[src/rtl/fsk_demod_rx.sv]
// fsk_demod_rx: FSK demodulator and 16-bit UART-style word deframer.
//   Measures the time between line edges to classify mark (short half-period)
//   versus space (long half-period), then deframes start + 16 data (LSB first)
//   + stop bits. A good word is presented on data_out with a one-cycle
//   data_valid. A bad stop bit or a mid-frame carrier loss gives a one-cycle
//   frame_err instead.
// Ports: clk, reset (async, active-low), fsk_in (async line input),
//   data_out[15:0], data_valid, frame_err, carrier_ok, busy.
module fsk_demod_rx #(
  parameter int BIT_CYCLES  = 1000,
  parameter int HALF_THRESH = 75,
  parameter int MAX_HALF    = 255
) (
  input  logic        clk,
  input  logic        reset,
  input  logic        fsk_in,
  output logic [15:0] data_out,
  output logic        data_valid,
  output logic        frame_err,
  output logic        carrier_ok,
  output logic        busy
);

  localparam logic [15:0] HALF_BIT_M1 = 16'(BIT_CYCLES / 2 - 1);
  localparam logic [15:0] FULL_BIT_M1 = 16'(BIT_CYCLES - 1);
  localparam logic [15:0] THRESH      = 16'(HALF_THRESH);
  localparam logic [15:0] MAXH        = 16'(MAX_HALF);

  typedef enum logic [1:0] {IDLE, START, DATA, STOP} state_t;

  logic [1:0]  sync_q;
  logic        prev_q;
  logic [15:0] hcnt_q;
  logic [15:0] hcnt_d;
  logic        demod_q;
  logic        carrier_q;
  state_t      state_q;
  logic [15:0] tmr_q;
  logic [15:0] tmr_d;
  logic [3:0]  idx_q;
  logic [15:0] sreg_q;
  logic [15:0] data_q;
  logic        dv_q;
  logic        fe_q;
  logic        line_edge;

  // Both-edge detect on the synchronized line.
  assign line_edge = sync_q[1] ^ prev_q;
  // Saturating increment so a dead line never wraps into a fake short half.
  assign hcnt_d    = (hcnt_q == 16'hFFFF) ? hcnt_q : hcnt_q + 16'd1;
  assign tmr_d     = tmr_q + 16'd1;

  // Input synchronizer, half-period measurement and carrier detect.
  always_ff @(posedge clk or negedge reset) begin
    if (!reset) begin
      sync_q    <= 2'b00;
      prev_q    <= 1'b0;
      hcnt_q    <= 16'd0;
      demod_q   <= 1'b1;
      carrier_q <= 1'b0;
    end else begin
      sync_q <= {sync_q[0], fsk_in};
      prev_q <= sync_q[1];
      if (line_edge) begin
        // hcnt holds the cycles elapsed since the previous edge.
        hcnt_q    <= 16'd1;
        demod_q   <= (hcnt_q <= THRESH);
        carrier_q <= 1'b1;
      end else begin
        hcnt_q <= hcnt_d;
        if (hcnt_q == MAXH) begin
          // Line went quiet: drop carrier and fall back to idle mark.
          carrier_q <= 1'b0;
          demod_q   <= 1'b1;
        end
      end
    end
  end

  // Frame FSM with registered strobes.
  always_ff @(posedge clk or negedge reset) begin
    if (!reset) begin
      state_q <= IDLE;
      tmr_q   <= 16'd0;
      idx_q   <= 4'd0;
      sreg_q  <= 16'd0;
      data_q  <= 16'd0;
      dv_q    <= 1'b0;
      fe_q    <= 1'b0;
    end else begin
      dv_q <= 1'b0;
      fe_q <= 1'b0;
      if (state_q == IDLE) begin
        if (carrier_q && !demod_q) begin
          state_q <= START;
          tmr_q   <= 16'd0;
        end
      end else if (!carrier_q) begin
        // Carrier loss wins over any sample due this cycle.
        state_q <= IDLE;
        fe_q    <= 1'b1;
      end else if (state_q == START) begin
        if (tmr_q == HALF_BIT_M1) begin
          tmr_q <= 16'd0;
          idx_q <= 4'd0;
          // A start bit that has turned back to mark by mid-bit is a glitch.
          state_q <= demod_q ? IDLE : DATA;
        end else begin
          tmr_q <= tmr_d;
        end
      end else if (state_q == DATA) begin
        if (tmr_q == FULL_BIT_M1) begin
          sreg_q[idx_q] <= demod_q;
          tmr_q         <= 16'd0;
          if (idx_q == 4'd15) begin
            state_q <= STOP;
          end else begin
            idx_q <= idx_q + 4'd1;
          end
        end else begin
          tmr_q <= tmr_d;
        end
      end else begin
        if (tmr_q == FULL_BIT_M1) begin
          if (demod_q) begin
            data_q <= sreg_q;
            dv_q   <= 1'b1;
          end else begin
            fe_q <= 1'b1;
          end
          state_q <= IDLE;
          tmr_q   <= 16'd0;
        end else begin
          tmr_q <= tmr_d;
        end
      end
    end
  end

  assign data_out   = data_q;
  assign data_valid = dv_q;
  assign frame_err  = fe_q;
  assign carrier_ok = carrier_q;
  assign busy       = (state_q != IDLE);

endmodule

[config.mk]
export PLATFORM = sky130hd
export DESIGN_NAME = fsk_demod_rx
export DESIGN_NICKNAME = d
export VERILOG_FILES = /design/src/rtl/fsk_demod_rx.sv
export SDC_FILE = /design/constraint.sdc
export NUM_CORES = 1
export LEC_CHECK = 0
export CAP_MARGIN = 25
export CORE_MARGIN = 4
export CORE_UTILIZATION = 40
export CTS_CLUSTER_DIAMETER = 50
export DETAILED_ROUTE_END_ITERATION = 10
export GPL_TIMING_DRIVEN = 0
export PLACE_DENSITY = 0.59
export SYNTH_ARGS = -nofsm -noshare
export SYNTH_HDL_FRONTEND = slang
export SYNTH_SLANG_ARGS = --single-unit
[constraint.sdc]
create_clock -name clk -period 2.8 [get_ports clk]
set_clock_uncertainty 0.2 [all_clocks]
set_input_delay 0.7 -clock clk [delete_from_list [all_inputs] [get_ports clk]]
set_output_delay 0.7 -clock clk [all_outputs]
set_load 0.1 [all_outputs]
==> results by group <==
Power
  – Leak Pwr: 2.055 nW
  – Worst vdd ir: 0.0003209 V
  – Internal: 1.872 mW
  – Clock network power share: 34.2%
  – Net Sw Frac: 32.03%
  – Seq pwr share: 45.1%
  – P_sw: 882.2 µW
  – Pwr per Cell Area: 601.8 nW/µm²
  – Tot Pwr: 2.754 mW
  – Comb pwr share: 20.7%

Critical path
  – Worst path cell trace: clkbuf_1 > nand4b_1 > or4_4 > nor4_4 > buf_4 > buf_6 > mux2_4
  – CP Max Fanout: 8
  – Max incr delay on CP: 0.66 ns
  – WP data required: 2.84 ns
  – CP Data Arrival Time: 2.78 ns
  – Worst Setup SP: tmr_q[8]$_DFFE_PN0P_
  – Worst setup SP type: flip-flop
  – Critical path type: flip-flop to flip-flop
  – Critical Path Sink Type: flip-flop
  – RR Startpoint: tmr_q[8]$_DFFE_PN0P_
  – Slowest-stage cell, CP: or4_4

Logic synthesis
  – Synth Area in XOR/XNOR: 2.718%
  – Largest area contributor in the netlist: dfrtp_1
  – Mean Syn Cell Area: 10.54 µm²
  – Synth unique cells: 50
  – Top cells by area, synth: dfrtp_1 (49%), mux2_2 (6.4%), nand2_1 (4.9%)
  – Mux cell area share after synthesis: 10.55%
  – Sequential fraction of the synthesis area: 49.85%
  – Synth Instances: 367
  – Post-synthesis compound-gate area fraction: 11.78%
  – Ys flop type: dfrtp_1
  – Synth Area in Simple Gates: 18.96%
  – Post-Synthesis Cell Area: 3867 µm²
  – Adder-cell share of the synthesized area: 3.235%
  – Number of synthesized flops with an enable pin: 0
  – Synth Register Bits: 77
  – Post-synthesis async set-or-reset flop share: 100.0%
  – Syn nets: 380
  – Synth top area share: 49.18%
  – Synth warn: 0
  – Main combinational cell family by area after synthesis: simple AND/OR/NAND/NOR gates

Hold path
  – HP Class: input port to async pin

STA
  – Max_slew headroom: 35.05%
  – Final setup TNS: 0 ns
  – Final Worst Setup Slack: 0.05758 ns
  – Worst Tran Pin Value: 0.9727 ns
  – RSZ-0062 raised after global routing: true
  – Final Hold Violating Endpoints: 0
  – Final Cycle Share: 97.94%
  – Final Slew Violations: 0
  – Maximum clock frequency: 364.6 MHz
  – Min cycle time layout: 2.742 ns
  – Final Setup Violations: 0

Clock network
  – CTS Buf Count: 9
  – CTS root buf: clkbuf_8
  – Clk sinks: 77
  – Htree depth: 3
  – Clock transition at path regs: 0.09 ns
  – Cts hold-fix bufs: 0
  – Clock Latency Late Sink: 0.35 ns
  – Clock buffer depth: 2
  – CTS tree: yes

Placement
  – Place WS: -0.2519 ns
  – DP HPWL: 5674 µm
  – Placed instance count: 519
  – Routability cong.: 0.8286
  – Placed cell area: 4274 µm²
  – Port Buf Inserts: 22

Layout
  – Nets: 418
  – # diodes: 0
  – Design Area, Final: 4577 µm²
  – Fin cells: 539
  – Share of cells above drive strength 1: 17.07%
  – Area delta synth->final: 18.34%

Drt
  – Met2 wire length: 3956 µm
  – Routed Antenna Nets: 0
  – DR vias/cell: 5.390
  – Final wirelength: 8292 µm
  – DR DRC count: 0
  – Drt wl/cell: 15.38 µm
  – Vias: 2905
  – Drt pass-1 iters: 4
  – DRT met1 WL: 3941 µm
  – Initial DRC count: 145
  – Highest metal used: met4
  – Met3 wire len: 259 µm

Die
  – Die height: 106.3 µm
  – Die width: 106.3 µm
  – Row cnt: 35
  – Initial Util: 41.46%
  – IO Pins: 23
  – Die ar.: 11310 µm²
  – Core area: 9328 µm²

Global route
  – First-pass GRT wire length: 14220 µm
  – Initial antenna violation count: 0
  – Vias in the first global route: 2913
  – Grt total ovfl: 0
  – Global-route usage over all layers: 15.61%
  – Largest net degree at the start of global routing: 52

Job
  – Max-cap violations: 0

Outcome
  – Status: finished clean
==> routing by layer <==
layer | global-route usage [%] | up-vias
met2 | 25.29 | 47
met5 | 0 | -
met1 | 20.72 | 1434
met4 | 6.105 | 0
met3 | 2.854 | 11
li1 | - | 1413
==> path summary, 6_finish.rpt <==
kind / slack [ns] / cells past startpoint / to
min in group clk: 0.15 / 0 / sync_q[1]$_DFF_PN0_
max: 0.06 / 7 / data_out[13]$_DFFE_PN0P_
max reg2reg: 0.06 / 7 / data_out[13]$_DFFE_PN0P_
min: 0.06 / 1 / data_out[14]$_DFFE_PN0P_
min reg2reg: 0.15 / 0 / sync_q[1]$_DFF_PN0_
max in group asynchronous: 1.73 / 2 / demod_q$_DFFE_PN1P_
==> area by class of cell <==
cell class,instances,area (µm²)
fill,869,4751
clock buffer,10,127.6
clock inverter,6,93.84
inverter,13,48.80
multi-input combinational,264,1869
buffer,12,52.55
timing repair buffer,28,295.3
tap,129,161.4
sequential,77,1928
==> worst max-delay path: cells and delay by family (launching register included) <==
| kind | cells | cell delay, ns |
|---|---|---|
| flops | 1 | 0.33 |
| mux | 1 | 0.30 |
| simple gates | 3 | 1.22 |
| buf+inv | 3 | 0.58 |
==> power by group through the flow <==
| stage | registers [mW] | clock network [mW] | logic (mW) |
|---|---|---|---|
| 2_1_floorplan | 1.25 | 0 | 0.397 |
| 3_3_place_gp | 1.27 | 0 | 0.527 |
| 3_5_place_dp | 1.27 | 0 | 0.543 |
| 4_1_cts | 1.24 | 0.977 | 0.566 |
| 5_1_grt | 1.26 | 1.04 | 0.640 |
| 6_report | 1.24 | 0.941 | 0.570 |
==> kinds of logic after synthesis <==
family,Yosys count
adders and majority gates,10
DFF,77
AOI/OAI and AO/OA,68
and+or+nand+nor,141
xor gates and xnor gates,12
buffers and inverters,26
muxes,33
==> state kept, by name, summed over array words and instances, names as in the netlist <==
name        flops
prev_q          1
data_valid      1
hcnt_q         16
state_q         2
demod_q         1
idx_q           4
sync_q          2
data_out       16
sreg_q         16
tmr_q          16
frame_err       1
carrier_ok      1
==> repair_timing <==
| action | 4_1_cts | 5_1_grt |
|---|---|---|
| resized for setup | 9 | 12 |
| setup buffers | 4 | 0 |
| pin swaps | 2 | 1 |
| gates cloned | 1 | 0 |
| endpoints found under the setup margin | 30 | 33 |
==> layout by cell type (no fill, tap or decap), types with 9 or more instances in the layout <==
cell,netlist,layout
dfrtp_1,76,76
o21ai_0,18,18
mux2_4,10,10
clkbuf_8,0,9
clkbuf_1,11,12
nand3_1,22,22
nor2_1,21,21
nand2_1,51,51
ha_1,10,9
a21oi_1,9,9
xnor2_1,9,9
mux2_2,22,22
inv_1,13,13
clkdlybuf4s50_1,0,13
==> stage by stage <==
stage | hold WS, ns | util [%]
5_1_grt | 0.06511 | 49.07
6_report | 0.05586 | 49.07
3_5_place_dp | 0.1365 | 45.82
2_1_floorplan | 0.1312 | -
3_3_place_gp | 0.1334 | 45.55
4_1_cts | 0.04877 | 48.71
==> synthesized netlist by cell type (all sizes together), types with 2 or more instances <==
| master | n |
|---|---|
| a31oi | 6 |
| buf | 2 |
| a21oi | 9 |
| o31ai | 6 |
| o2bb2ai | 2 |
| a22o | 2 |
| nor4 | 12 |
| nor2b | 2 |
| o21ai | 18 |
| o311ai | 4 |
| clkbuf | 11 |
| nand3 | 22 |
| nand2 | 51 |
| dfrtp | 76 |
| nand4 | 5 |
| inv | 13 |
| mux2 | 32 |
| o2111ai | 2 |
| o21a | 3 |
| or3 | 3 |
| a21o | 2 |
| xor2 | 3 |
| nor2 | 21 |
| a22oi | 3 |
| ha | 10 |
| nand2b | 2 |
| nand3b | 3 |
| a211oi | 4 |
| xnor2 | 9 |
| nor3 | 6 |
| or4 | 7 |
| and3 | 2 |
Power figures use the tool's default switching activity.
